## config.mk

```make
export PLATFORM = sky130hd
export DESIGN_NAME = fetch_sequencer_flat
export DESIGN_NICKNAME = d
export VERILOG_FILES = /design/src/rtl/fetch_sequencer_pkg.sv /design/src/rtl/fetch_sequencer_if.sv /design/src/rtl/fetch_sequencer.sv /design/src/flat_wrapper.sv
export SDC_FILE = /design/constraint.sdc
export NUM_CORES = 1
export LEC_CHECK = 0
export CAP_MARGIN = 25
export CORE_MARGIN = 2
export CORE_UTILIZATION = 36
export DETAILED_ROUTE_END_ITERATION = 12
export HOLD_SLACK_MARGIN = 0.03
export PLACE_DENSITY = 0.91
export SLEW_MARGIN = 20
export SYNTH_ARGS = -nofsm -noshare
export SYNTH_HDL_FRONTEND = slang
export SYNTH_SLANG_ARGS = --single-unit
```

## constraint.sdc

```tcl
create_clock -name CLK -period 1.55 [get_ports CLK]
set_input_delay 0.31 -clock CLK [delete_from_list [all_inputs] [get_ports CLK]]
set_output_delay 0.31 -clock CLK [all_outputs]
set_load 0.01 [all_outputs]
```

## src/rtl/fetch_sequencer_pkg.sv

```systemverilog
// Shared types for the fetch/retire loop: data word, sequencer state and wait counter.
// Also holds the data-strobe decode used while a load or store is in flight.
package fetch_sequencer_pkg;

    typedef logic [31:0] word_t;

    typedef enum logic [2:0] {
        IDLE   = 3'd0,
        FETCH  = 3'd1,
        HOLD   = 3'd2,
        DATA   = 3'd3,
        HALTED = 3'd4
    } fetch_state_t;

    localparam int unsigned WAIT_W = 8;
    typedef logic [WAIT_W-1:0] wait_cnt_t;

    // Returns {dREN, dWEN}; a store wins when both request lines are high.
    function automatic logic [1:0] data_strobes(input logic ren_req, input logic wen_req);
        data_strobes = {ren_req & ~wen_req, wen_req};
    endfunction

endpackage

```

## src/rtl/fetch_sequencer_if.sv

```systemverilog
// Bundle of the PC, instruction/data memory and control_unit signals around the fetch sequencer.
// The master modport is the sequencer's view; slave is the surrounding core/memory view.
interface fetch_sequencer_if;
    import fetch_sequencer_pkg::*;

    word_t pc;
    word_t iload;
    logic  ihit;
    logic  dhit;
    logic  dmemREN_req;
    logic  dmemWEN_req;
    logic  stall;
    logic  halt;
    logic  iREN;
    word_t iaddr;
    logic  dREN;
    logic  dWEN;
    word_t instr;
    logic  instr_valid;
    logic  pc_en;
    logic  halted;
    logic  fetch_err;

    modport master (
        input  pc, iload, ihit, dhit, dmemREN_req, dmemWEN_req, stall, halt,
        output iREN, iaddr, dREN, dWEN, instr, instr_valid, pc_en, halted, fetch_err
    );

    modport slave (
        output pc, iload, ihit, dhit, dmemREN_req, dmemWEN_req, stall, halt,
        input  iREN, iaddr, dREN, dWEN, instr, instr_valid, pc_en, halted, fetch_err
    );

endinterface

```

## src/rtl/fetch_sequencer.sv

```systemverilog
// Multi-cycle fetch/decode/data/retire sequencer of the single-issue core.
// Memory strobes and pc_en decode directly from state so reset drops them asynchronously.
module fetch_sequencer
    import fetch_sequencer_pkg::*;
#(
    parameter word_t       NOP_WORD   = 32'h0000_0000,
    parameter int unsigned WAIT_LIMIT = 255
) (
    input  logic              CLK,
    input  logic              nRST,
    fetch_sequencer_if.master fif
);

    localparam wait_cnt_t WAIT_LIM_C = wait_cnt_t'(WAIT_LIMIT);

    fetch_state_t state_r;
    fetch_state_t next_state_s;
    word_t        instr_r;
    logic         instr_valid_r;
    logic         halted_r;
    logic         fetch_err_r;
    wait_cnt_t    wait_cnt_r;

    logic         iren_s;
    logic         dren_s;
    logic         dwen_s;
    logic         pc_en_s;
    logic         waiting_s;

    // Next-state decode and memory/retire strobes.
    always_comb begin
        next_state_s = state_r;
        iren_s       = 1'b0;
        dren_s       = 1'b0;
        dwen_s       = 1'b0;
        pc_en_s      = 1'b0;
        waiting_s    = 1'b0;
        case (state_r)
            IDLE: begin
                next_state_s = FETCH;
            end
            FETCH: begin
                iren_s = 1'b1;
                if (fif.ihit) begin
                    next_state_s = HOLD;
                end else begin
                    waiting_s = 1'b1;
                end
            end
            HOLD: begin
                if (fif.halt) begin
                    next_state_s = HALTED;
                end else if (fif.dmemREN_req || fif.dmemWEN_req) begin
                    next_state_s = DATA;
                end else if (!fif.stall) begin
                    pc_en_s      = 1'b1;
                    next_state_s = FETCH;
                end else begin
                    next_state_s = HOLD;
                end
            end
            DATA: begin
                {dren_s, dwen_s} = data_strobes(fif.dmemREN_req, fif.dmemWEN_req);
                // Retire from DATA ignores stall: the access has already completed.
                if (fif.dhit) begin
                    pc_en_s      = 1'b1;
                    next_state_s = FETCH;
                end else begin
                    waiting_s = 1'b1;
                end
            end
            HALTED: begin
                next_state_s = HALTED;
            end
            default: begin
                next_state_s = IDLE;
            end
        endcase
    end

    // State, decode register, status flags and the memory wait counter.
    always_ff @(posedge CLK or negedge nRST) begin
        if (!nRST) begin
            state_r       <= IDLE;
            instr_r       <= NOP_WORD;
            instr_valid_r <= 1'b0;
            halted_r      <= 1'b0;
            fetch_err_r   <= 1'b0;
            wait_cnt_r    <= '0;
        end else begin
            state_r <= next_state_s;

            if (state_r == FETCH && fif.ihit) begin
                instr_r       <= fif.iload;
                instr_valid_r <= 1'b1;
            end else if (pc_en_s || next_state_s == HALTED) begin
                instr_valid_r <= 1'b0;
            end

            if (next_state_s == HALTED) begin
                halted_r <= 1'b1;
            end

            // Timeout only flags the problem; the access keeps waiting.
            if (waiting_s) begin
                if (wait_cnt_r < WAIT_LIM_C) begin
                    wait_cnt_r <= wait_cnt_r + 8'd1;
                end
                if (wait_cnt_r >= WAIT_LIM_C - 8'd1) begin
                    fetch_err_r <= 1'b1;
                end
            end else begin
                wait_cnt_r <= '0;
            end
        end
    end

    assign fif.iREN        = iren_s;
    assign fif.dREN        = dren_s;
    assign fif.dWEN        = dwen_s;
    assign fif.pc_en       = pc_en_s;
    assign fif.iaddr       = fif.pc;
    assign fif.instr       = instr_r;
    assign fif.instr_valid = instr_valid_r;
    assign fif.halted      = halted_r;
    assign fif.fetch_err   = fetch_err_r;

endmodule

```

## src/flat_wrapper.sv

```systemverilog
// flat-port wrapper written by rule: the top's interface ports become plain ports
module fetch_sequencer_flat import fetch_sequencer_pkg::*;
#(
    parameter word_t       NOP_WORD   = 32'h0000_0000,
    parameter int unsigned WAIT_LIMIT = 255
)
  (CLK, nRST, fif_pc, fif_iload, fif_ihit, fif_dhit, fif_dmemREN_req, fif_dmemWEN_req, fif_stall, fif_halt, fif_iREN, fif_iaddr, fif_dREN, fif_dWEN, fif_instr, fif_instr_valid, fif_pc_en, fif_halted, fif_fetch_err);
  fetch_sequencer_if fif_i ();
  input  logic CLK;
  input  logic nRST;
  input wire logic [$bits(fif_i.pc)-1:0] fif_pc;
  input wire logic [$bits(fif_i.iload)-1:0] fif_iload;
  input wire logic [$bits(fif_i.ihit)-1:0] fif_ihit;
  input wire logic [$bits(fif_i.dhit)-1:0] fif_dhit;
  input wire logic [$bits(fif_i.dmemREN_req)-1:0] fif_dmemREN_req;
  input wire logic [$bits(fif_i.dmemWEN_req)-1:0] fif_dmemWEN_req;
  input wire logic [$bits(fif_i.stall)-1:0] fif_stall;
  input wire logic [$bits(fif_i.halt)-1:0] fif_halt;
  output wire logic [$bits(fif_i.iREN)-1:0] fif_iREN;
  output wire logic [$bits(fif_i.iaddr)-1:0] fif_iaddr;
  output wire logic [$bits(fif_i.dREN)-1:0] fif_dREN;
  output wire logic [$bits(fif_i.dWEN)-1:0] fif_dWEN;
  output wire logic [$bits(fif_i.instr)-1:0] fif_instr;
  output wire logic [$bits(fif_i.instr_valid)-1:0] fif_instr_valid;
  output wire logic [$bits(fif_i.pc_en)-1:0] fif_pc_en;
  output wire logic [$bits(fif_i.halted)-1:0] fif_halted;
  output wire logic [$bits(fif_i.fetch_err)-1:0] fif_fetch_err;
  assign fif_i.pc = fif_pc;
  assign fif_i.iload = fif_iload;
  assign fif_i.ihit = fif_ihit;
  assign fif_i.dhit = fif_dhit;
  assign fif_i.dmemREN_req = fif_dmemREN_req;
  assign fif_i.dmemWEN_req = fif_dmemWEN_req;
  assign fif_i.stall = fif_stall;
  assign fif_i.halt = fif_halt;
  assign fif_iREN = fif_i.iREN;
  assign fif_iaddr = fif_i.iaddr;
  assign fif_dREN = fif_i.dREN;
  assign fif_dWEN = fif_i.dWEN;
  assign fif_instr = fif_i.instr;
  assign fif_instr_valid = fif_i.instr_valid;
  assign fif_pc_en = fif_i.pc_en;
  assign fif_halted = fif_i.halted;
  assign fif_fetch_err = fif_i.fetch_err;
  fetch_sequencer #(.NOP_WORD(NOP_WORD), .WAIT_LIMIT(WAIT_LIMIT)) u_core (.CLK(CLK), .nRST(nRST), .fif(fif_i));
endmodule
```

==> qor.yml <==
timing:
  period_needed_ps: 1880
  slew_viol_final: 0
  fin_ws_ps: -329
  slew_headroom_pct: 70.6
  fin_skew_ps: 3.38
  period_share_pct: 121
  setup_violations: 36
  hold_violations: 0
  worstMarginPinSlew_ps: 442
  rsz0062_at_grt: "true"
  max_clock_freq_mhz: 532
layout:
  antennaDiodeCount: 0
  syn2layout_area_growth_pct: 47.7
  fillCellCount: 482
  layout.area.seq_um2: 1150
  stdcell_area_um2: 3280
  layout.nets: 321
  drive_gt1_share_pct: 29.8
  multi_input_area_um2: 910
global_route:
  grt_pass1_vias: 1597
  grt_pass1_wl_mm: 7.37
  grt.total_usage_pct: 14.2
  grt.overflow.total: 0
  grt_max_degree: 30
  antenna_found_initial: 0
detailed_routing:
  antenna_left: 0
  vias: 1590
  wl_per_cell_um: 16.8
  wl_mm: 5.42
  via_per_inst: 4.92
  wl_met1_mm: 2.04
  wl_met2_mm: 2.84
  first_pass_iters: 4
  drc: 0
  top_layer: "met4"
  routed-wl-met3_um: 451
  drtIter0Drc: 27
synth:
  synthesis.area_um2: 2220
  synth_area_leader_cell: "dfrtp_1"
  synth_cells: 177
  avgSynthCellArea_um2: 12.6
  yosysSeqAreaShare_pct: 51.8
  synthTopCellsByArea: "dfrtp_1 52%, mux2_2 16%, buf_4 11%"
  synthFlopType: "dfrtp_1"
  postSynthNetCount: 251
  synth_edf_count: 0
  synth_most_common_cell: "dfrtp_1"
  ys_ff_latch: 46
  synth_cell_types: 39
  yosysTopAreaCellShare_pct: 51.8
  synth_common_cells: "46 x dfrtp_1, 33 x buf_4, 31 x mux2_2, 5 x a21oi_1, 5 x nor3_1"
  async_flop_share_pct: 100
  synth_warnings: 0
critical_path:
  max_stage_delay_ps: 500
  critical_path_class: "input port to output port"
  crit_path_start_kind: "input port"
  cp_data_arrival_time_ps: 1570
  end_kind: "output port"
  path_max_fanout: 2
  slowest_stage: "or4b_4"
  cp.buffers_inverters: 2
  cp_cell_sequence: "clkdlybuf4s50_1 > or4b_4 > o22ai_2 > buf_2"
  critPathRequiredTime_ps: 1240
  cp_top_family: "buffers and inverters"
clock_network:
  cts_max_level: 2
  cts.sinks: 46
  clockBufferDepth: 2
  clk_latency_ps: 290
  clk_pin_slew_ps: 80
  cts_tree: "done"
  root_buffer: "clkbuf_8"
  cts_buffers: 5
placed_design:
  placed_area_um2: 2960
  io_buffer_count: 78
  dp_hpwl_mm: 3.53
  place_ws_ps: -789
  place.gp.congestion: 0.754
power:
  p_leak_nw: 1.60
  powerDensity_nw_per_um2: 751
  irDropWorstVdd_mv: 0.490
run:
  drv_cap: 0
floorplan:
  dieWidth_um: 82.6
  start_util_pct: 37.3
  fp.coreArea_um2: 5960
  die-area_um2: 6820
  die_height_um: 82.6
  rows: 28
  io-pin-count: 143
outcome:
  status: "finished, violations left"
  violations: "setup timing"
worst_hold_path:
  hold_path.class: "flop to flop"
cell families after synthesis:
group / share of synthesized area (%)
flops: 51.8
buf+inv: 13.4
simple gates: 10.9
mux: 16.7
compound gates: 5.80
fa+ha+maj: 1.13
xor+xnor: 0.394
worst paths after layout:
check                      slack (ps)                    to  cells after the start              start
setup / recovery                 -330             fif_pc_en                      4           fif_halt
min in group asynchronous         490     u_core.state_r[2]                      2               nRST
hold reg to reg                   480     u_core.fif.halted                      1  u_core.fif.halted
hold / removal                    480     u_core.fif.halted                      1  u_core.fif.halted
max in group asynchronous         560  u_core.fif.instr[16]                      3               nRST
setup reg to reg                 -230   u_core.fif.instr[0]                      7  u_core.state_r[2]
stage by stage:
| step | TNS [ps] | cells | hold WS (ps) | total power (W) | util [%] |
|---|---|---|---|---|---|
| after floorplan | 0 | 177 | 14.4 | 0.00143 | - |
| after global placement | -7740 | 310 | 273 | 0.00157 | 49.7 |
| after detailed placement | -7980 | 310 | 279 | 0.00158 | 49.7 |
| after CTS | -5810 | 324 | 484 | 0.00248 | 53.3 |
| after global routing | -9050 | 323 | 500 | 0.00258 | 55.1 |
| final | -7280 | 323 | 477 | 0.00247 | 55.1 |
layer usage:
metal	track usage, %	up-vias
li1	-	737
met4	7.21	0
met3	3.59	12
met2	26.5	73
met1	14.7	768
met5	0	-
cells in the final DEF, fill, tap and decap left out, types with 3 or more instances in the layout:
master	n
clkdlybuf4s50_1	58
nor3_1	5
nand3_1	4
nand2_1	3
a21oi_1	5
inv_1	3
buf_4	14
mux2_4	32
buf_6	4
buf_2	5
nand4_1	3
dlymetal6s2s_1	14
clkbuf_8	5
dfrtp_1	46
worst reg2reg max path: cells and delay by family, from the launching register on:
family	cells	cell delay (ps)
flip-flops	1	410
multiplexers	1	330
AND/OR/NAND/NOR	2	350
buffers and inverters	4	580
layout make-up:
class                   instances  share of cell area [%]
repair buffers                100                    30.6
clock inverters                 3                    1.33
well taps                      75                    2.86
multi-input cells              91                    27.7
clock buffers                   5                    2.10
flip-flops and latches         46                    35.1
inverters                       3                   0.343
flip-flops by register name, summed over array words and instances, names as in the netlist:
| register | cells |
|---|---|
| u_core.fif.instr | 32 |
| u_core.wait_cnt_r | 8 |
| u_core.state_r | 3 |
| u_core.fif.fetch_err | 1 |
| u_core.fif.halted | 1 |
| u_core.fif.instr_valid | 1 |
power by group:
| part | total, W | internal (W) | switching, W |
|---|---|---|---|
| Combinational | 0.000323 | 0.000219 | 0.000104 |
| Clock | 0.000876 | 0.000483 | 0.000393 |
| Sequential | 0.00127 | 0.00124 | 0.0000248 |
repair_timing:
item                                    CTS  global route
endpoints found under the hold margin    17             0
pin swaps                                 2             2
gates resized for setup                  24            50
endpoints found under the setup margin   37            48
hold buffers                              1             0
setup buffers                             4             2
gates cloned                              2             0
Note: power is estimated with default switching activity, not from simulation.
